**src/rtl/seg7_scan_driver.sv**
```systemverilog
// Multiplexed N-digit 7-segment driver: shadows a packed digit word, scans one
// anode per slot with a dead gap, decodes to active-low segments with blanking and blink.
module seg7_scan_driver #(
  parameter int NUM_DIGITS  = 4,
  parameter int REFRESH_DIV = 100000,
  parameter int DEAD_CYCLES = 4,
  parameter int BLINK_HALF  = 25000000
) (
  input  logic                      clk,
  input  logic                      rst,
  input  logic                      load,
  input  logic [4*NUM_DIGITS-1:0]   digits_in,
  input  logic [NUM_DIGITS-1:0]     dp_in,
  input  logic [NUM_DIGITS-1:0]     blink_en,
  input  logic                      blank_lz,
  output logic [6:0]                seg,
  output logic                      dp,
  output logic [NUM_DIGITS-1:0]     an
);

  localparam int PRE_W = (REFRESH_DIV > 1) ? $clog2(REFRESH_DIV) : 1;
  localparam int IDX_W = (NUM_DIGITS > 1) ? $clog2(NUM_DIGITS) : 1;
  localparam int BLK_W = (BLINK_HALF > 1) ? $clog2(BLINK_HALF) : 1;

  localparam logic [PRE_W-1:0] PRE_LAST = PRE_W'(REFRESH_DIV - 1);
  localparam logic [PRE_W-1:0] PRE_DEAD = PRE_W'(DEAD_CYCLES);
  localparam logic [IDX_W-1:0] IDX_LAST = IDX_W'(NUM_DIGITS - 1);
  localparam logic [BLK_W-1:0] BLK_LAST = BLK_W'(BLINK_HALF - 1);

  logic [4*NUM_DIGITS-1:0] digits_sh;
  logic [NUM_DIGITS-1:0]   dp_sh;
  logic [NUM_DIGITS-1:0]   blink_sh;
  logic [PRE_W-1:0]        presc;
  logic [IDX_W-1:0]        index;
  logic [BLK_W-1:0]        blink_cnt;
  logic                    blink_phase;

  logic [NUM_DIGITS-1:0]   lz_mask;
  logic                    lz_acc;
  logic [3:0]              cur_nib;
  logic                    cur_dp;
  logic                    cur_blink;
  logic                    cur_lz;
  logic                    digit_blank;
  logic [6:0]              seg_nxt;
  logic                    dp_nxt;
  logic [NUM_DIGITS-1:0]   an_nxt;

  // F is rendered as a dash rather than the letter
  function automatic logic [6:0] glyph(input logic [3:0] code);
    logic [6:0] g;
    case (code)
      4'h0: g = 7'b1000000;
      4'h1: g = 7'b1111001;
      4'h2: g = 7'b0100100;
      4'h3: g = 7'b0110000;
      4'h4: g = 7'b0011001;
      4'h5: g = 7'b0010010;
      4'h6: g = 7'b0000010;
      4'h7: g = 7'b1111000;
      4'h8: g = 7'b0000000;
      4'h9: g = 7'b0010000;
      4'hA: g = 7'b0001000;
      4'hB: g = 7'b0000011;
      4'hC: g = 7'b1000110;
      4'hD: g = 7'b0100001;
      4'hE: g = 7'b0000110;
      default: g = 7'b0111111;
    endcase
    return g;
  endfunction

  // lz_mask[k]: digit k and everything above it are zero; digit 0 never qualifies
  always_comb begin
    lz_mask = '0;
    lz_acc  = 1'b1;
    for (int k = NUM_DIGITS - 1; k >= 0; k--) begin
      lz_acc     = lz_acc & (digits_sh[4*k +: 4] == 4'h0);
      lz_mask[k] = lz_acc;
    end
    lz_mask[0] = 1'b0;
  end

  always_comb begin
    cur_nib   = 4'h0;
    cur_dp    = 1'b0;
    cur_blink = 1'b0;
    cur_lz    = 1'b0;
    for (int k = 0; k < NUM_DIGITS; k++) begin
      if (index == IDX_W'(k)) begin
        cur_nib   = digits_sh[4*k +: 4];
        cur_dp    = dp_sh[k];
        cur_blink = blink_sh[k];
        cur_lz    = lz_mask[k];
      end
    end
  end

  always_comb begin
    an_nxt      = '1;
    seg_nxt     = 7'h7F;
    dp_nxt      = 1'b1;
    digit_blank = (cur_blink & blink_phase) | (blank_lz & cur_lz);
    if (presc >= PRE_DEAD) begin
      for (int k = 0; k < NUM_DIGITS; k++) begin
        an_nxt[k] = (index != IDX_W'(k));
      end
      if (!digit_blank) begin
        seg_nxt = glyph(cur_nib);
        dp_nxt  = ~cur_dp;
      end
    end
  end

  always_ff @(posedge clk) begin
    if (rst) begin
      digits_sh   <= '0;
      dp_sh       <= '0;
      blink_sh    <= '0;
      presc       <= '0;
      index       <= '0;
      blink_cnt   <= '0;
      blink_phase <= 1'b0;
      seg         <= 7'h7F;
      dp          <= 1'b1;
      an          <= '1;
    end else begin
      if (load) begin
        digits_sh <= digits_in;
        dp_sh     <= dp_in;
        blink_sh  <= blink_en;
      end

      if (presc == PRE_LAST) begin
        presc <= '0;
        index <= (index == IDX_LAST) ? '0 : index + 1'b1;
      end else begin
        presc <= presc + 1'b1;
      end

      if (blink_cnt == BLK_LAST) begin
        blink_cnt   <= '0;
        blink_phase <= ~blink_phase;
      end else begin
        blink_cnt <= blink_cnt + 1'b1;
      end

      seg <= seg_nxt;
      dp  <= dp_nxt;
      an  <= an_nxt;
    end
  end

endmodule

```
**config.mk**
```make
export PLATFORM = sky130hd
export DESIGN_NAME = seg7_scan_driver
export DESIGN_NICKNAME = d
export VERILOG_FILES = /design/src/rtl/seg7_scan_driver.sv
export SDC_FILE = /design/constraint.sdc
export NUM_CORES = 1
export LEC_CHECK = 0
export CAP_MARGIN = 0
export CELL_PAD_IN_SITES_DETAIL_PLACEMENT = 0
export CELL_PAD_IN_SITES_GLOBAL_PLACEMENT = 1
export CORE_MARGIN = 5
export CORE_UTILIZATION = 33
export CTS_CLUSTER_DIAMETER = 40
export DETAILED_ROUTE_END_ITERATION = 8
export PLACE_DENSITY = 0.64
export SYNTH_ARGS = -nofsm -noshare
export SYNTH_HDL_FRONTEND = slang
export SYNTH_SLANG_ARGS = --single-unit
export TNS_END_PERCENT = 10
```
**constraint.sdc**
```tcl
create_clock -name clk -period 2.35 [get_ports clk]
set_input_delay 0.47 -clock clk [delete_from_list [all_inputs] [get_ports clk]]
set_output_delay 0.47 -clock clk [all_outputs]
set_load 0.005 [all_outputs]
```
==> results.txt <==
----------------------------------------------------
[STA]
  Total Neg Setup Slack ... 0 ns
  Final worst path period share ... 94.5%
  Setup repair after global routing missed its margin ... no
  Actual transition at the worst max-transition pin ... around 0.54 ns
  Max Freq ... 451 MHz
  Worst slack on hold paths ... between 0.4 and 0.5 ns
  Finish-stage setup viols ... 0
  Post-Route Skew ... 0.00773 ns
  Final hold violation count ... 0
  Slew Viols, Final ... 0
  Max_slew headroom ... 64.0%
  Post-layout minimum cycle time ... 2.22 ns

[GRT]
  Antenna violations before repair ... 0
  Global-route wire length before repair ... between 10000 and 15000 um
  Total track usage ... around an eighth
  Total grt overflow ... 0
  Vias in the first global route ... 2802
  Largest net degree at the start of global routing ... 30

[Yosys]
  Cell area after technology mapping ... 3800 sq um
  Synthesized netlist cell count ... 407
  Mean Syn Cell Area ... 9.33 sq um
  Number of register bits inferred by synthesis ... 81
  Post-synthesis sequential area ratio ... between 40% and 50%
  Mapped Nets ... 448
  Share of async-settable or async-resettable flops after synthesis ... 0%
  Top_reg_cell synth ... dfxtp_1
  Netlist cell types ... 44
  Total of warnings raised by yosys ... 0
  Number of enable flip-flop cells after synthesis ... 0

[Clock tree]
  CTS H-tree depth ... 3
  CTS Sinks ... 81
  CTS tree ... done
  Hold-fix buffers, CTS ... 0
  Largest buffer count on any clock path ... 2
  Root Driver ... clkbuf_16
  Number of buffers created by CTS ... 9
  Clock-pin slew reported for the worst setup and hold paths after clock tree synthesis ... 0.06 ns
  Clock latency on the worst-skew pair ... roughly 0.33 ns

[Setup path]
  Critical Path Sink Type ... flop
  Critical path data required time ... roughly 2.6 ns
  Delay of the slowest cell on the worst path ... 0.39 ns
  Startpoint-to-endpoint class of the critical path ... reg -> reg
  Most common cell type on the critical path ... ha_1
  CP delay by family, top ... compound AO/OA/AOI/OAI gates
  Arrival time at the worst endpoint ... approximately 2.4 ns
  Slowest CP cell ... a221o_1
  Worst-path maximum fanout ... 7
  Critical Path Source Type ... flop
  Buffering stage count on the worst path with inverters included ... 2
  Cell Chain, Critical Path ... inv_1, ha_1, nand3b_1, a221o_1, buf_4, ha_1, mux2_2, nand2_1, o211ai_1

[Pwr]
  Proportion of total power due to net switching ... 21.9%
  Internal portion of total power ... between 2 and 2.5 mW
  Comb pwr share ... 7.7%
  Share of total power in sequential cells ... around 48%
  Switching power ... roughly 0.66 mW
  Leakage Power ... roughly 1.8 nW
  PnR Total Power ... 3.01 mW
  Power share of the clock group ... 44.5%
  Pwr dens ... 648 nW/um^2
  Worst voltage drop across the vdd grid ... 0.380 mV

[Drt]
  Number of DRC violations after detailed routing ... 0
  Wire length reported by the detailed router ... 8070 um
  DRT antenna net count ... 0
  First-pass iteration count of the detailed router ... 4
  Number of vias in the routed layout ... 2813
  Routed wire length per instance ... 13.5 um
  Average vias per placed instance ... 4.70
  Initial DRC count ... 114

[Cells and area]
  Share of final-layout standard cells stronger than drive strength 1 ... 10.1%
  Number of nets in the finished design ... ~500
  Sequential cell area ... 1620 sq um
  Relative area change from synthesis to final layout ... 22.4%
  Non-filler cells, final ... 598
  Leading cell type in the layout, fill and taps excluded ... dfxtp_1
  Number of fillers in the final layout ... ~1200
  Antenna cells ... 0
  Area used by multi-input combinational logic ... roughly 2000 sq um
  Most frequent cells in the layout ... dfxtp_1 (81), nor2_1 (74), clkdlybuf4s50_1 (39)

[Place]
  HPWL after detailed placement ... about 5700 um
  Global placement routability congestion ... 0.760
  Port bufs ... 39
  Post-placement cell count ... 580

[Die]
  Total die area ... around 14000 sq um
  Initial core utilization ... between 30 and 40%
  Boundary pin count ... 40
  Die outline width ... 117 um
  Die Ht ... roughly 120 um
  Site Rows ... 39
  Core area ... roughly 11000 sq um

[Flow run]
  Reported max-cap violation count ... 0

[Run status]
  Result of the run ... finished, final reports clean

[Hold path]
  Class of the tightest hold or removal check ... reg -> reg

----------------------------------------------------
[sequential cells by signal, indices dropped and copies added (netlist names)]
name / flops
dp_sh: 4
blink_sh: 4
an: 4
seg: 7
dp: 1
blink_phase: 1
blink_cnt: 25
digits_sh: 16
index: 2
presc: 17
[layout make-up]
| class | count | area share (%) |
|---|---|---|
| Clock buffer | 12 | 5.09 |
| Clock inverter | 3 | 0.915 |
| Inverter | 13 | 1.05 |
| Multi-Input combinational cell | 293 | 43.2 |
| Sequential cell | 81 | 34.9 |
| Tap cell | 143 | 3.85 |
| Timing Repair Buffer | 53 | 11.0 |
[kinds of logic after synthesis]
logic type / after synthesis / share of synthesized area, %
mux: 33 / 8.83
xor+xnor: 39 / 9.00
fa+ha+maj: 13 / 4.28
flops: 81 / 42.7
buf+inv: 33 / 4.84
compound gates: 26 / 6.16
simple gates: 182 / 24.2
[metal layers]
metal,part of all wire [%],GRT usage [%],vias up
met5,0,0,-
met4,1.6,5.20,0
met3,4.5,3.08,13
met2,46,19.8,47
met1,48,16.5,1288
li1,-,-,1465
[worst paths after layout]
check | slack, ns | start | cells after the start | to
worst min register to register | 0.46 | presc[0] | 1 | presc[0]
worst max-delay path | 0.13 | index[1] | 9 | seg[6]
worst max register to register | 0.13 | index[1] | 9 | seg[6]
worst min-delay path | 0.46 | presc[0] | 1 | presc[0]
[what timing repair did]
action	CTS	global route
buffers inserted	0	3
endpoints found under the setup margin	0	7
gates resized for setup	0	8
[power by group through the flow]
stage | registers, mW | clock network, mW | logic [mW]
global route | 1.44 | 1.45 | 0.260
detailed placement | 1.47 | 0 | 0.227
CTS | 1.44 | 1.38 | 0.230
global placement | 1.47 | 0 | 0.227
floorplan | 1.46 | 0 | 0.143
finish | 1.44 | 1.34 | 0.232
[per-stage QoR]
stage          worst slack (ns)  util, %  instance area, sq um
2_1_floorplan             0.227        -                  3800
3_3_place_gp              0.148     37.9                  4310
3_5_place_dp             0.0708     37.9                  4310
4_1_cts                  0.0144     40.4                  4590
5_1_grt                  0.0146     40.9                  4650
6_report                  0.130     40.9                  4650
[cells in the mapped netlist, types with 6 or more instances]
master    n  area share, %
mux2i_1  29            7.6
nor2_1   74            7.3
nand2_1  32            3.2
ha_1     13            4.3
xor2_1   31            7.2
xnor2_1   8            1.8
inv_1    13            1.3
dfxtp_1  81             43
nand3_1  15            2.0
and3_1   11            1.8
buf_6     6            1.8
and2_1    7            1.2
nand4_1   9            1.5
and4_1    7            1.6
buf_2     6           0.79
Note: power is estimated with default switching activity, not from simulation.
